--- src/rtl/ibex_cheri_mem_exc_queue.sv ---
// ibex_cheri_mem_exc_queue
// In-order tracker that captures the CHERI checker's exception vector at each
// granted request and replays it alongside the matching response. It throttles
// new requests while full and flags responses that arrive with nothing outstanding.
// Optional feature: define IBEX_CHERI_EXC_RDATA_SUPPRESS_EN to zero response
// data whenever the completing transaction carries an exception.
module ibex_cheri_mem_exc_queue #(
  parameter int unsigned Depth         = 2,
  parameter logic        DataMem       = 1'b1,
  parameter int unsigned CheriExcWidth = 5
) (
  input  logic                       clk_i,
  input  logic                       rst_ni,
  input  logic                       data_req_i,
  output logic                       data_req_o,
  input  logic                       data_gnt_i,
  output logic                       data_gnt_o,
  input  logic                       data_rvalid_i,
  input  logic [31:0]                data_rdata_i,
  output logic [31:0]                data_rdata_o,
  input  logic [CheriExcWidth-1:0]   cheri_exc_i,
  input  logic                       instr_upper_exc_i,
  output logic [CheriExcWidth-1:0]   cheri_exc_o,
  output logic                       instr_upper_exc_o,
  output logic [$clog2(Depth+1)-1:0] outstanding_o,
  output logic                       full_o,
  output logic                       spurious_rvalid_o
);

  localparam int unsigned CntW = $clog2(Depth + 1);
  localparam int unsigned PtrW = (Depth > 1) ? $clog2(Depth) : 1;
  localparam int unsigned EntW = CheriExcWidth + 1;

  logic [EntW-1:0] entries_q [Depth];
  logic [PtrW-1:0] wptr_q;
  logic [PtrW-1:0] rptr_q;
  logic [CntW-1:0] count_q;

  logic            full;
  logic            empty;
  logic            push;
  logic            pop;
  logic [EntW-1:0] head;
  logic [EntW-1:0] wr_entry;

  assign full     = (count_q == CntW'(Depth));
  assign empty    = (count_q == '0);
  assign push     = data_req_i & data_gnt_i & ~full;
  assign pop      = data_rvalid_i & ~empty;
  assign head     = entries_q[rptr_q];
  assign wr_entry = {(DataMem ? 1'b0 : instr_upper_exc_i), cheri_exc_i};

  // Entry storage: written at the write pointer on every accepted grant.
  always_ff @(posedge clk_i or negedge rst_ni) begin
    if (!rst_ni) begin
      for (int unsigned i = 0; i < Depth; i++) begin
        entries_q[i] <= '0;
      end
    end else if (push) begin
      entries_q[wptr_q] <= wr_entry;
    end
  end

  // Pointers wrap at Depth-1 by compare so non-power-of-two depths work.
  always_ff @(posedge clk_i or negedge rst_ni) begin
    if (!rst_ni) begin
      wptr_q <= '0;
      rptr_q <= '0;
    end else begin
      if (push) begin
        wptr_q <= (wptr_q == PtrW'(Depth - 1)) ? '0 : wptr_q + PtrW'(1);
      end
      if (pop) begin
        rptr_q <= (rptr_q == PtrW'(Depth - 1)) ? '0 : rptr_q + PtrW'(1);
      end
    end
  end

  // Occupancy: a push and pop in the same cycle cancel out.
  always_ff @(posedge clk_i or negedge rst_ni) begin
    if (!rst_ni) begin
      count_q <= '0;
    end else begin
      unique case ({push, pop})
        2'b10:   count_q <= count_q + CntW'(1);
        2'b01:   count_q <= count_q - CntW'(1);
        default: count_q <= count_q;
      endcase
    end
  end

  // Response-side outputs: head entry is presented only on the popping cycle.
  always_comb begin
    cheri_exc_o       = '0;
    instr_upper_exc_o = 1'b0;
    data_rdata_o      = data_rdata_i;
    if (pop) begin
      cheri_exc_o       = head[CheriExcWidth-1:0];
      instr_upper_exc_o = head[CheriExcWidth];
`ifdef IBEX_CHERI_EXC_RDATA_SUPPRESS_EN
      if (head != '0) begin
        data_rdata_o = '0;
      end
`endif
    end
  end

  // Gating uses only registered fullness, so rvalid never reaches req combinationally.
  assign data_req_o        = data_req_i & ~full;
  assign data_gnt_o        = data_gnt_i & ~full;
  assign full_o            = full;
  assign outstanding_o     = count_q;
  assign spurious_rvalid_o = rst_ni & data_rvalid_i & empty;

endmodule
--- config.mk ---
export PLATFORM = sky130hd
export DESIGN_NAME = ibex_cheri_mem_exc_queue
export DESIGN_NICKNAME = d
export VERILOG_FILES = /design/src/rtl/ibex_cheri_mem_exc_queue.sv
export SDC_FILE = /design/constraint.sdc
export NUM_CORES = 1
export LEC_CHECK = 0
export ABC_AREA = 0
export BUFFER_PORTS_ARGS = -buffer_cell sky130_fd_sc_hd__clkbuf_2
export CELL_PAD_IN_SITES_DETAIL_PLACEMENT = 1
export CELL_PAD_IN_SITES_GLOBAL_PLACEMENT = 2
export CORE_ASPECT_RATIO = 0.8
export CORE_MARGIN = 2
export CORE_UTILIZATION = 19
export CTS_BUF_LIST = sky130_fd_sc_hd__clkbuf_8
export DETAILED_ROUTE_END_ITERATION = 6
export HOLD_SLACK_MARGIN = 0.12
export PLACE_DENSITY_LB_ADDON = 0.1
export SLEW_MARGIN = 20
export SYNTH_ARGS = -nofsm -noshare
export SYNTH_HDL_FRONTEND = slang
export SYNTH_SLANG_ARGS = --single-unit
--- constraint.sdc ---
create_clock -name clk_i -period 1.95 [get_ports clk_i]
set_input_delay 0 -clock clk_i [delete_from_list [all_inputs] [get_ports clk_i]]
set_output_delay 0 -clock clk_i [all_outputs]
set_load 0.02 [all_outputs]
# Yosys cells after proc, flatten, opt, wreduce, memory -nomap -nowiden
# Index checks and enable logic that the tools add are counted.
[word_totals]
ff_bits = 16
inputBits = 43
out_inout_bits = 44
word_cells = 40
[classes]
add_sub_neg = 4
order_cmp = 3
n_eq_ne = 3
mux = 11
bitwise_logic = 11
reduce_logical = 3
[op_table]
columns = ["cell", "n"]
rows = [
  ["$mux W6", 4],
  ["$bwmux W12", 1],
  ["$and A1 B1 Y1", 7],
  ["$demux W6 S1", 1],
  ["$mux W5", 1],
  ["$eq A2 B2 Y1 const B", 2],
  ["$ge A2 B2 Y1 const B", 2],
  ["$not A1 Y2", 2],
  ["$pmux W2 S2", 1],
  ["$mux W1", 3],
  ["$add A1 B1 Y1 const B", 2],
  ["$add A2 B1 Y2 const B", 1],
  ["$eq A2 B1 Y1 const B", 1],
  ["$logic_not A2 Y1", 1],
  ["$lt A2 B1 Y1 const B", 1],
  ["$not A1 Y1", 2],
  ["$reduce_bool A2 Y1", 1],
  ["$sub A2 B1 Y2 const B", 1],
  ["$logic_and A1 B1 Y1", 1],
]

# Logic depth before layout (Yosys ltp)
[depth]
depth_word = 6
depth_mapped = 6
ltp_nobuf = 6

# Worst setup path after synthesis
# OpenSTA, ideal clock, no wires.
[synth_path]
kind = "flip-flop to flip-flop"
from = "register count_q[1] (netlist: outstanding_o[1])"
to = "register count_q[1] (netlist: outstanding_o[1])"
setup_time_ns = 0.080
arrival_time_ns = 1.538
required_ns = 1.870
slack_ns = 0.332
stages_incl_launch_ff = 6
path_buffers = 0
synth_period_minus_slack_ns = 1.618
cell_sequence = "dfrtp_1 > o21ai_1 > inv_1 > ha_1 > nor2_1 > xor2_1"
[synth_between]
elab_chain_cells = 5
elab_cells_between_ends = 12
cone_classes = "2 x add/sub; 3 x eq/ne; 1 x mux; 4 x bitwise; 2 x reduce/logical"
[synth_rtl]
columns = ["item", "line", "rtl"]
rows = [
  ["from (decl)", "37", "logic [CntW-1:0] count_q;"],
  ["from (signal assigned)", "85", "2'b10: count_q <= count_q + CntW'(1);"],
  ["from (signal assigned)", "86", "2'b01: count_q <= count_q - CntW'(1);"],
  ["from (signal assigned)", "87", "default: count_q <= count_q;"],
  ["$logic_not A2 Y1 *", "47", "assign empty = (count_q == '0);"],
  ["$not A1 Y1 *", "49", "assign pop = data_rvalid_i & ~empty;"],
  ["$and A1 B1 Y1 *", "49", ""],
  ["net pop", "42", "logic pop;"],
  ["$eq A2 B1 Y1 / $eq A2 B2 Y1 (equally long branches)", "84", "unique case ({push, pop})"],
  ["$pmux W2 S2 / $reduce_bool A2 Y1 (equally long branches)", "-", ""],
]
# The timed path passes the listed nets; every way through them passes the cells marked *.
# A chain may end at the register's enable or synchronous reset.

# Worst setup path in the final report
[layout_path]
from = "register count_q[0] (netlist: outstanding_o[0])"
to = "register count_q[1] (netlist: outstanding_o[1])"
[layout_between]
elab_chain_cells = 5
elab_cells_between_ends = 12
cone_classes = "2 x add/sub; 3 x eq/ne; 1 x mux; 4 x bitwise; 2 x reduce/logical"
[layout_rtl]
columns = ["item", "line"]
rows = [
  ["$eq A2 B2 Y1 / $logic_not A2 Y1 (equally long branches)", "46, 47"],
  ["$not A1 Y1, on equally long branches", "48, 49"],
  ["$and A1 B1 Y1, on equally long branches", "48, 49"],
  ["$eq A2 B1 Y1 / $eq A2 B2 Y1 (equally long branches)", "84"],
  ["$pmux W2 S2 / $reduce_bool A2 Y1 (equally long branches)", "-"],
]
# Several ways; a longest one is shown, not always the timed one.

==> results list <==
- Outcome: finished, final reports clean
- Area growth, synth to finish: 38.81%
* Rows: 22
- The routed layout has 669 vias.
- After clock tree synthesis, the repair step resized 0 gates.
- After detailed routing, the number of remaining DRC violations is 0.
- The number of buffers and inverters on the critical path is 0.
- After Yosys synthesis, full adders, half adders and majority gates account for 1.348% of the synthesized area.
- Worst voltage drop across the vdd grid: 0.4460 mV
- Top cells by area in the synthesized netlist: dfrtp_1 38%, buf_4 27%, mux2_2 12%
- Input and output buffers added on the ports amount to 20.
- The share of the Yosys chip area taken by registers is 37.74%.
- The Yosys step of the flow raised 0 warnings.
* Xor-xnor portion of the synthesized cell area: 4.717%
- The first routing iteration left 3 violations.
* Share of cells above drive strength 1: 34.19%
- The synthesized netlist devotes 0.5391% of its cell area to compound gates.
- Effective utilization at floorplan: 19.96%
* Post-synth ARST share: 100.0%
* Gate count of the mapped netlist: 88
- Largest net degree at the start of global routing: 15
* Type of the worst min-delay path: primary input to flop
- Setup violations remaining at the end of the flow were counted as 0.
- Global routing used 7.914% of the available tracks across all layers.
* Combinational group share of total power: 48.1%
- Of the available clock period, the critical path in the final layout requires 78.75%.
- Dividing total power by cell area gives a power density of 1222 nW/um2.
* Master cell of the clock root buffer: clkbuf_8
- dfrtp_1 takes more of the synthesized area than any other cell.
- The max-slew violation total from the final report came to 0.
- Clk_skew: 0.006809 ns
* Global placement routability congestion: 0.6078
* Area taken by flip-flops and latches: 350.3 um2
* Cells after DPL: 136
- Of the post-synthesis cell area, the dominant cell type holds 37.74%.
- Maximum capacitance violations: 0
* Distinct cell type count of the synthesized netlist: 20
* Average footprint of a synthesized cell: 10.55 um2
* Number of global-route vias before repair: 659
* Number of H-tree levels: 1
- Cells fill 27.70% of the core in the end.
- Share of cell area taken by muxes after synthesis: 17.52%
* Core area: 4652 um2
- In the final timing run, aggregate negative setup slack is 0 ns.
- Antenna violations before repair: 0
* Die ar.: 5465 um2
- The synthesized netlist occupies a cell area of 928.4 um2.
- The number of failing hold endpoints at the final stage was 0.
* Routed WL per cell: 12.26 um
* Clock buffers created by TritonCTS: 3
- The number of setup buffers added after CTS is 0.
* Layout fillers: 514
- After the last flow step, the layout net total stands at 163.
* Vert. Die Dim: 66.52 um
- For the worst setup path, the data arrival time is 1.69 ns.
- Slack of the critical path: 0.4143 ns
- Summing all multi-input logic gate instances after layout gives 319.1 um2.
- The design draws 1.574 mW.
* Die outline width: 82.15 um
- Detailed Routing Iterations Pass 1: 3
- Hpwl dp: 1.421 mm
- Global-route wire length before repair: 3.180 mm
* Unrepaired setup endpoints after global routing: false
* Critical-path cell with the highest stage delay: dfrtp_1
- Summed over all nets, the switching power comes to 0.6252 mW.
* Antenna Diode Count: 0
- The clock network is responsible for 14.7% of the overall power.
- Required time worst endpoint: 2.10 ns
- Summed over all layers, the global routing overflow is 0.
- Internal power contribution: 0.9491 mW
- The worst setup path is captured at a flop.
* Most used standard cells in the synthesized netlist: 33 x buf_4, 14 x dfrtp_1, 10 x mux2_2
- The cell family contributing the most delay on the critical path is simple AND/OR/NAND/NOR gates.
- Before CTS, the worst setup slack after placement is 0.4000 ns.
- Sequential cells burn 37.2% of the power.
- The synthesized netlist devotes 9.838% of its cell area to simple gates.
* Sw Share: 39.71%
- Buffers inserted to repair hold after CTS numbered 38.
* Worst-path clk slew: 0.06 ns
- On the worst path, the slowest cell contributes a delay of 0.45 ns.
- Fin crit period: 1.536 ns
* Clock tree from TritonCTS: built
* TritonCTS sink count: 14
* Number of top-level pins: 87
- In this run the remaining antenna-violating nets after routing total 0.
* Clk_lat worst skew: 0.24 ns
- The clock passes through at most 2 buffers.
- Using the TritonRoute via totals, the vias-per-cell ratio works out to 3.780.
* Largest family of logic cells by synthesized area: buffers and inverters
- In the synthesized netlist the dominant register cell turns out to be dfrtp_1.
- After synthesis the netlist holds a flip-flop and latch count of 14.
- Largest driver fanout on the critical path: 6
- Path type of the worst setup path: flop to flop
- The number of nets in the synthesized netlist is 132.
- Post-synth EDFFs: 0
- Cells along the critical path: nand2b_4 > nand3_1 > ha_1 > nor2_1 > xor2_1
- Leak: 0.5849 nW
- After the flow finishes, the layout carries non-filler instances totaling 177.
* Final wirelength: 2.170 mm
* Most frequent cell after synthesis: buf_4
- Startpoint types: flop
* Highest Clock Rate: 0.6512 GHz
==> tightest hold or removal path, cell delays in order <==
cell and delay (ns):
clkbuf_2 0.11, nand3_1 0.14, xnor2_1 0.08
==> cell families after synthesis <==
family / Yosys count
buf+inv: 36
mux: 15
xor+xnor: 5
other cells: 1
fa+ha+maj: 1
simple gates: 15
flops: 14
compound gates: 1
==> layout make-up <==
class                           count  area share, %
Tap cell                           60          5.825
Inverter                            2         0.5825
Clock buffer                        3          3.204
Sequential cell                    14          27.18
Multi-Input combinational cell     38          24.76
Timing Repair Buffer               60          38.45
==> state kept, by name, indices dropped and copies added (netlist names) <==
name / cells
outstanding_o: 2
wptr_q: 1
rptr_q: 1
entries_q: 10
==> routing by layer <==
metal	up-vias	part of all wire [%]	GRT usage [%]
met2	40	50	13.62
met4	0	0.32	1.250
met5	-	0	0
met3	2	7.7	3.117
met1	318	42	9.437
li1	309	-	-
==> power by group through the flow <==
stage               clock (mW)  sequential [mW]  combinational [mW]
global placement             0            0.593               0.655
detailed placement           0            0.594               0.662
CTS                      0.248            0.587               0.775
floorplan                    0            0.560               0.579
finish                   0.231            0.585               0.758
global route             0.263            0.612               0.830
==> worst paths after layout <==
check                                  from                to  slack, ns  cells past startpoint
max                        outstanding_o[0]  outstanding_o[1]       0.41                      5
min                              data_gnt_i            wptr_q       0.13                      3
max reg2reg                outstanding_o[0]  outstanding_o[1]       0.41                      5
min reg2reg                    entries_q[1]      entries_q[1]       0.50                      1
max in group asynchronous            rst_ni  outstanding_o[0]       1.49                      3
min in group asynchronous            rst_ni            wptr_q       0.29                      3
==> through the flow <==
| step | instance area [um2] | hold WS [ns] |
|---|---|---|
| after global routing | 1289 | 0.1688 |
| after global placement | 867.1 | 0.0001367 |
| after detailed placement | 867.1 | 0.0001367 |
| final | 1289 | 0.1309 |
| after CTS | 1289 | 0.1344 |
| after floorplan | 928.4 | -0.2956 |
==> cells in the final DEF (no fill, tap or decap) <==
cell type and instances:
dfrtp_1 14, nor2_1 6, xor2_1 1, inv_1 1, nand3_1 1, dlygate4sd3_1 38, and2_2 2, nand4_1 1
nand2_1 2, nand2b_4 1, mux2i_1 5, o21ai_1 1, ha_1 1, nor3_4 1, buf_4 2, nor3_1 1
clkbuf_8 3, inv_2 1, xnor2_1 4, conb_1 1, clkbuf_2 20, mux2_2 10
(Power assumes the default switching activity.)
